$ cat config.mk
export PLATFORM = sky130hd
export DESIGN_NAME = dma_read_engine
export DESIGN_NICKNAME = d
export VERILOG_FILES = /design/src/rtl/dma_read_engine.sv
export SDC_FILE = /design/constraint.sdc
export NUM_CORES = 1
export LEC_CHECK = 0
export CORE_MARGIN = 3
export CORE_UTILIZATION = 45
export CTS_BUF_LIST = sky130_fd_sc_hd__clkbuf_16
export DETAILED_ROUTE_END_ITERATION = 6
export GPL_TIMING_DRIVEN = 0
export PLACE_DENSITY = 0.69
export SYNTH_ARGS = -nofsm -noshare
export SYNTH_HDL_FRONTEND = slang
export SYNTH_SLANG_ARGS = --single-unit
$ cat constraint.sdc
create_clock -name clk -period 7.85 [get_ports clk]
set_input_delay 1.57 -clock clk [delete_from_list [all_inputs] [get_ports clk]]
set_output_delay 1.57 -clock clk [all_outputs]
set_load 0.01 [all_outputs]
$ cat src/rtl/dma_read_engine.sv
// dma_read_engine: splits a byte-length read job into AXI4 INCR bursts that
// never cross a 4 KB page and streams the returned beats to a consumer with
// zero latency. Errors are sticky; a faulty burst drains before the job ends.
module dma_read_engine #(
    parameter int ADDR_WIDTH = 32,
    parameter int DATA_WIDTH = 32
) (
    input  logic                  clk,
    input  logic                  rst_n,
    input  logic                  i_start,
    input  logic [ADDR_WIDTH-1:0] i_base_addr,
    input  logic [31:0]           i_total_len,
    output logic                  o_busy,
    output logic                  o_done,
    output logic                  o_error,
    output logic [ADDR_WIDTH-1:0] m_axi_araddr,
    output logic [7:0]            m_axi_arlen,
    output logic [2:0]            m_axi_arsize,
    output logic [1:0]            m_axi_arburst,
    output logic                  m_axi_arvalid,
    input  logic                  m_axi_arready,
    input  logic [DATA_WIDTH-1:0] m_axi_rdata,
    input  logic [1:0]            m_axi_rresp,
    input  logic                  m_axi_rlast,
    input  logic                  m_axi_rvalid,
    output logic                  m_axi_rready,
    output logic [DATA_WIDTH-1:0] o_data,
    output logic                  o_valid,
    output logic                  o_last,
    input  logic                  i_ready
);

    localparam int PAD_W = ADDR_WIDTH - 13;

    typedef enum logic [2:0] {
        S_IDLE,
        S_CALC,
        S_AR,
        S_R,
        S_DONE
    } state_t;

    state_t                  state_q, state_d;
    logic [ADDR_WIDTH-1:0]   addr_q;
    logic [31:0]             len_left_q;
    logic [ADDR_WIDTH-1:0]   araddr_q;
    logic [7:0]              arlen_q;
    logic [12:0]             btb_q;
    logic [7:0]              beat_cnt_q;
    logic                    error_q;

    logic                    start_ok;
    logic                    r_hs;
    logic                    final_beat;
    logic                    burst_end;
    logic                    beat_err;
    logic [12:0]             to_boundary;
    logic [12:0]             len_clamp;
    logic [12:0]             btb_calc;
    logic [12:0]             btb_m4;
    logic [31:0]             len_after;

    // Smaller of two 13-bit byte counts.
    function automatic logic [12:0] min13(input logic [12:0] a, input logic [12:0] b);
        return (a < b) ? a : b;
    endfunction

    // A job needs a 64-byte aligned base and a non-zero whole-word length.
    assign start_ok   = i_start && (i_base_addr[5:0] == 6'd0) &&
                        (i_total_len[1:0] == 2'd0) && (i_total_len != 32'd0);
    assign r_hs       = (state_q == S_R) && m_axi_rvalid && i_ready;
    assign final_beat = (beat_cnt_q == arlen_q);
    assign burst_end  = r_hs && final_beat;
    assign beat_err   = r_hs && ((m_axi_rresp != 2'b00) || (m_axi_rlast != final_beat));
    assign len_after  = len_left_q - {19'd0, btb_q};

    // Burst size: remaining length, capped at 1 KB (256 beats) and at the 4 KB page end.
    always_comb begin
        to_boundary = 13'd4096 - {1'b0, addr_q[11:0]};
        len_clamp   = (len_left_q > 32'd1024) ? 13'd1024 : len_left_q[12:0];
        btb_calc    = min13(len_clamp, to_boundary);
        btb_m4      = btb_calc - 13'd4;
    end

    // State register.
    always_ff @(posedge clk) begin
        if (!rst_n) state_q <= S_IDLE;
        else        state_q <= state_d;
    end

    // Next-state logic.
    always_comb begin
        state_d = state_q;
        case (state_q)
            S_IDLE: if (start_ok) state_d = S_CALC;
            S_CALC: state_d = S_AR;
            S_AR:   if (m_axi_arready) state_d = S_R;
            S_R: begin
                if (burst_end) begin
                    if ((len_after == 32'd0) || error_q || beat_err) state_d = S_DONE;
                    else                                              state_d = S_CALC;
                end
            end
            S_DONE: state_d = S_IDLE;
            default: state_d = S_IDLE;
        endcase
    end

    // Job bookkeeping: address/length, burst parameters, beat counter, sticky error.
    always_ff @(posedge clk) begin
        if (!rst_n) begin
            addr_q     <= '0;
            len_left_q <= '0;
            araddr_q   <= '0;
            arlen_q    <= '0;
            btb_q      <= '0;
            beat_cnt_q <= '0;
            error_q    <= 1'b0;
        end else begin
            case (state_q)
                S_IDLE: begin
                    if (start_ok) begin
                        addr_q     <= i_base_addr;
                        len_left_q <= i_total_len;
                        error_q    <= 1'b0;
                    end else if (i_start) begin
                        error_q    <= 1'b1;
                    end
                end
                S_CALC: begin
                    araddr_q <= addr_q;
                    arlen_q  <= 8'(btb_m4 >> 2);
                    btb_q    <= btb_calc;
                end
                S_AR: begin
                    if (m_axi_arready) beat_cnt_q <= '0;
                end
                S_R: begin
                    if (beat_err) error_q <= 1'b1;
                    if (burst_end) begin
                        addr_q     <= addr_q + {{PAD_W{1'b0}}, btb_q};
                        len_left_q <= len_after;
                    end else if (r_hs) begin
                        beat_cnt_q <= beat_cnt_q + 8'd1;
                    end
                end
                default: ;
            endcase
        end
    end

    assign m_axi_araddr = araddr_q;
    assign m_axi_arlen  = arlen_q;
    assign o_error      = error_q;

    // Output decode: AR drive in AR_HANDSHAKE, R pass-through in R_BURST.
    always_comb begin
        o_busy        = (state_q != S_IDLE);
        o_done        = (state_q == S_DONE);
        m_axi_arvalid = 1'b0;
        m_axi_arsize  = 3'b000;
        m_axi_arburst = 2'b00;
        m_axi_rready  = 1'b0;
        o_valid       = 1'b0;
        o_data        = '0;
        o_last        = 1'b0;
        case (state_q)
            S_AR: begin
                m_axi_arvalid = 1'b1;
                m_axi_arsize  = 3'b010;
                m_axi_arburst = 2'b01;
            end
            S_R: begin
                m_axi_rready = i_ready;
                o_valid      = m_axi_rvalid;
                o_data       = m_axi_rdata;
                o_last       = m_axi_rvalid && final_beat &&
                               (len_left_q == {19'd0, btb_q});
            end
            default: ;
        endcase
    end

endmodule

==> impl_metrics.toml <==
[placed_design]
io_buffers = 184
place_hpwl_um = 28170
dp_slack_ns = 1.879
gp_congestion = 1.021

[logic_synthesis]
syn_avg_cell_area_um2 = 7.403
synth.distinct_cells = 71
synth_flop_cell = "dfxtp_1"
synth-warning-count = 0
ys_seq_area_share_pct = 29.14
ys_ff_latch = 129
synth_edf_count = 0
syn_area_um2 = 8861
syn_inst = 1197
synthArstFlopShare_pct = 0

[global_route]
grt_usage_pct = 33.31
antenna_found_initial = 0
grt_pass1_vias = 9663
grt_max_degree = 17
grt_pass1_wl_um = 55970
grt_overflow = 0

[clock_tree]
holdBufCountCts = 0
clock_path_buffers = 2
cts_tree = "built"
clockRootBuffer = "clkbuf_16"
cts_made_buffers = 17
worstSkewPairLatency_ns = 0.44
clkSlewWorstSetupHoldPaths_ns = 0.07
cts.sinks = 129
htreeDepth = 4
post_cts_resized = 0
postCtsSetupRepairBufs = 0

[route]
drc = 0
via_count = 10250
routed_wl_um = 36910
drt_iter0_markers = 1241
wl_per_cell_um = 22.01
ant_nets = 0
first_pass_iters = 7
vias_per_cell = 6.113

[timing]
worst_pin_slew_ns = 1.236
finalSetupViolCount = 0
slew_headroom_pct = 17.60
fin_ws_ns = 1.670
fmax_ghz = 0.1618
clock_skew_ns = 0.01418
min_period_ns = 6.180
drv_slew = 0
rsz0062_at_grt = "no"
min_period_over_period_pct = 78.73
setup_tns_ns = 0
hold_viol = 0

[die]
row_count = 50
dieArea_um2 = 21410
coreArea_um2 = 19020
ios = 189
start_util_pct = 46.59
die_y_um = 146.3
fp.dieW_um = 146.3

[finish]
layout-drive-gt1-share_pct = 3.740
n_antenna_cell = 0
final.fill_count = 1809
synthToLayoutAreaGrowth_pct = 31.61
fin_nets = 1552

[setup_path]
startpoint_type = "flip-flop"
startpoint = "len_left_q[2]$_SDFFE_PN0P_"
end_kind = "flip-flop"
cp_cell_sequence = "or4_1 -> or4_1 -> or4_4 -> a2111oi_4 -> buf_4 -> and2_1 -> ha_1 -> a21o_1 -> a21o_1 -> a211oi_1 -> o31ai_1 -> a211oi_1 -> clkbuf_1 -> nor2_1 -> a21oi_1 -> ha_1 -> a21boi_1 -> or3_1 -> nand3_1"
crit_path_top_delay_cell = "or4_1"
cp_max_fo = 10
r2r-start = "len_left_q[2]$_SDFFE_PN0P_"
worstPathArrival_ns = 6.50
path_class = "reg2reg"
cp.required_ns = 8.17
cp_slowest_stage_delay_ns = 0.58

[outcome]
status = "complete, no violations"

[min_path]
hp-class = "reg2reg"
worst_hold_startpoint = "m_axi_araddr[3]$_SDFFE_PN0P_"

[pwr]
power.density_nw_per_um2 = 148.6
leakagePower_nw = 4.428
vdd_drop_max_v = 0.0001676

[job]
max_cap_violations = 0
-- registers in the layout, indices dropped and copies added (netlist names) --
register and cells:
addr_q 32, len_left_q 32, m_axi_araddr 32, btb_q 13, beat_cnt_q 8, m_axi_arlen 8
state_q 3, o_error 1
-- area by class of cell --
| class | count | area, µm² | share of cell area [%] |
|---|---|---|---|
| Sequential cell | 129 | 2582 | 22.14 |
| Clock buffer | 17 | 425.4 | 3.648 |
| Tap cell | 260 | 325.3 | 2.789 |
| Clock inverter | 15 | 193.9 | 1.663 |
| Timing Repair Buffer | 184 | 1842 | 15.79 |
| Multi-Input combinational cell | 953 | 5819 | 49.90 |
| Inverter | 35 | 131.4 | 1.126 |
| Buffer | 84 | 342.8 | 2.940 |
-- placed cells by master, fill, tap and decap left out, types with 15 or more instances in the layout --
cell type and n:
clkdlybuf4s50_1 184, nand2_1 156, dfxtp_1 129, nor2_1 121
a21oi_1 101, clkbuf_1 73, and2_1 51, o21ai_0 49
a211oi_1 44, ha_1 41, inv_1 34, xnor2_1 33
nand3_1 33, nor3_1 32, xor2_1 22, nor4_1 20
nand4_1 19, clkbuf_16 17, a21o_1 15, o211ai_1 15
-- layer usage --
metal	routed length, µm	part of all wire (%)	GRT usage (%)	up-vias
li1	-	-	-	4733
met1	15210	41	43.34	4828
met2	16620	45	53.76	600
met3	3803	10	8.380	90
met4	1280	3.5	11.90	0
met5	0	0	0	-
-- Yosys cell counts (all sizes together) (3+ instances only) --
cell type  number  area share, %
nand3          33            1.9
a211oi         44            3.7
o221ai          3           0.30
a21oi         101            5.7
a31oi          14           0.99
o21a            4           0.34
nand3b          4           0.34
a2111oi         5           0.71
o211ai         15            1.3
a211o           5           0.49
or2             4           0.28
nor2          121            5.1
nand2         156            6.6
ha             41            5.8
a21boi          4           0.34
xnor2          33            3.3
o31ai          10           0.85
a221oi          4           0.40
nor3           32            1.8
o21ai          56            3.2
or3            12           0.85
nor2b           5           0.35
nor3b           7           0.65
a21o           15            1.3
o31a            4           0.40
dfxtp         129             29
and3           12           0.85
o211a           3           0.34
or4            11           0.97
inv            35            1.5
clkbuf         74            3.1
o22ai           6           0.42
nor4           21            1.7
xor2           22            2.2
a311oi         12            1.2
a31o            3           0.30
o32ai           3           0.30
and2           53            3.7
buf            10           0.72
nand2b          7           0.49
nor4b           4           0.47
o41ai           3           0.30
a22oi           7           0.59
mux2i          10            1.1
nand4          19            1.3
-- power by group --
part | internal, mW | total (mW) | switching, mW
Combinational | 0.0958 | 0.211 | 0.115
Clock | 0.510 | 0.862 | 0.352
Sequential | 0.657 | 0.660 | 0.00324
-- worst max-delay path, delay by kind of cell, from the launching register on --
family	cells	cell delay [ns]
compound gates	8	2.42
buf+inv	2	0.74
fa+ha+maj	2	0.57
simple gates	7	1.96
flops	1	0.35
-- cells by family (layout without fill, tap and decap cells) --
logic type	after synthesis	after routing	synth area share, %
AO/OA/AOI/OAI	333	333	24.60
XOR/XNOR	55	55	5.436
adder cells (fa/ha/maj)	43	43	6.241
buffers and inverters	119	335	5.351
flip-flops	129	129	29.14
multiplexers	11	11	1.257
other	1	5	0.04232
AND/OR/NAND/NOR	506	506	27.93
-- metrics by stage --
step | std cells | hold slack, ns | instance area, µm² | util (%) | power, mW
6_report | 1677 | 0.4546 | 11660 | 61.32 | 1.733
5_1_grt | 1677 | 0.4705 | 11660 | 61.32 | 1.770
4_1_cts | 1677 | 0.4565 | 11660 | 61.32 | 1.723
3_5_place_dp | 1645 | 0.4464 | 11040 | 58.07 | 0.8788
3_3_place_gp | 1645 | 0.4407 | 11040 | 58.07 | 0.8791
2_1_floorplan | 1201 | 0.4396 | 8876 | - | 0.7776
-- worst paths after layout --
path	cells after the start	slack, ns	end
min	2	0.45	m_axi_araddr[3]$_SDFFE_PN0P_
min reg2reg	2	0.45	m_axi_araddr[3]$_SDFFE_PN0P_
max reg2reg	19	1.67	m_axi_arlen[6]$_SDFFE_PN0P_
max	19	1.67	m_axi_arlen[6]$_SDFFE_PN0P_
Power figures use the tool's default switching activity.
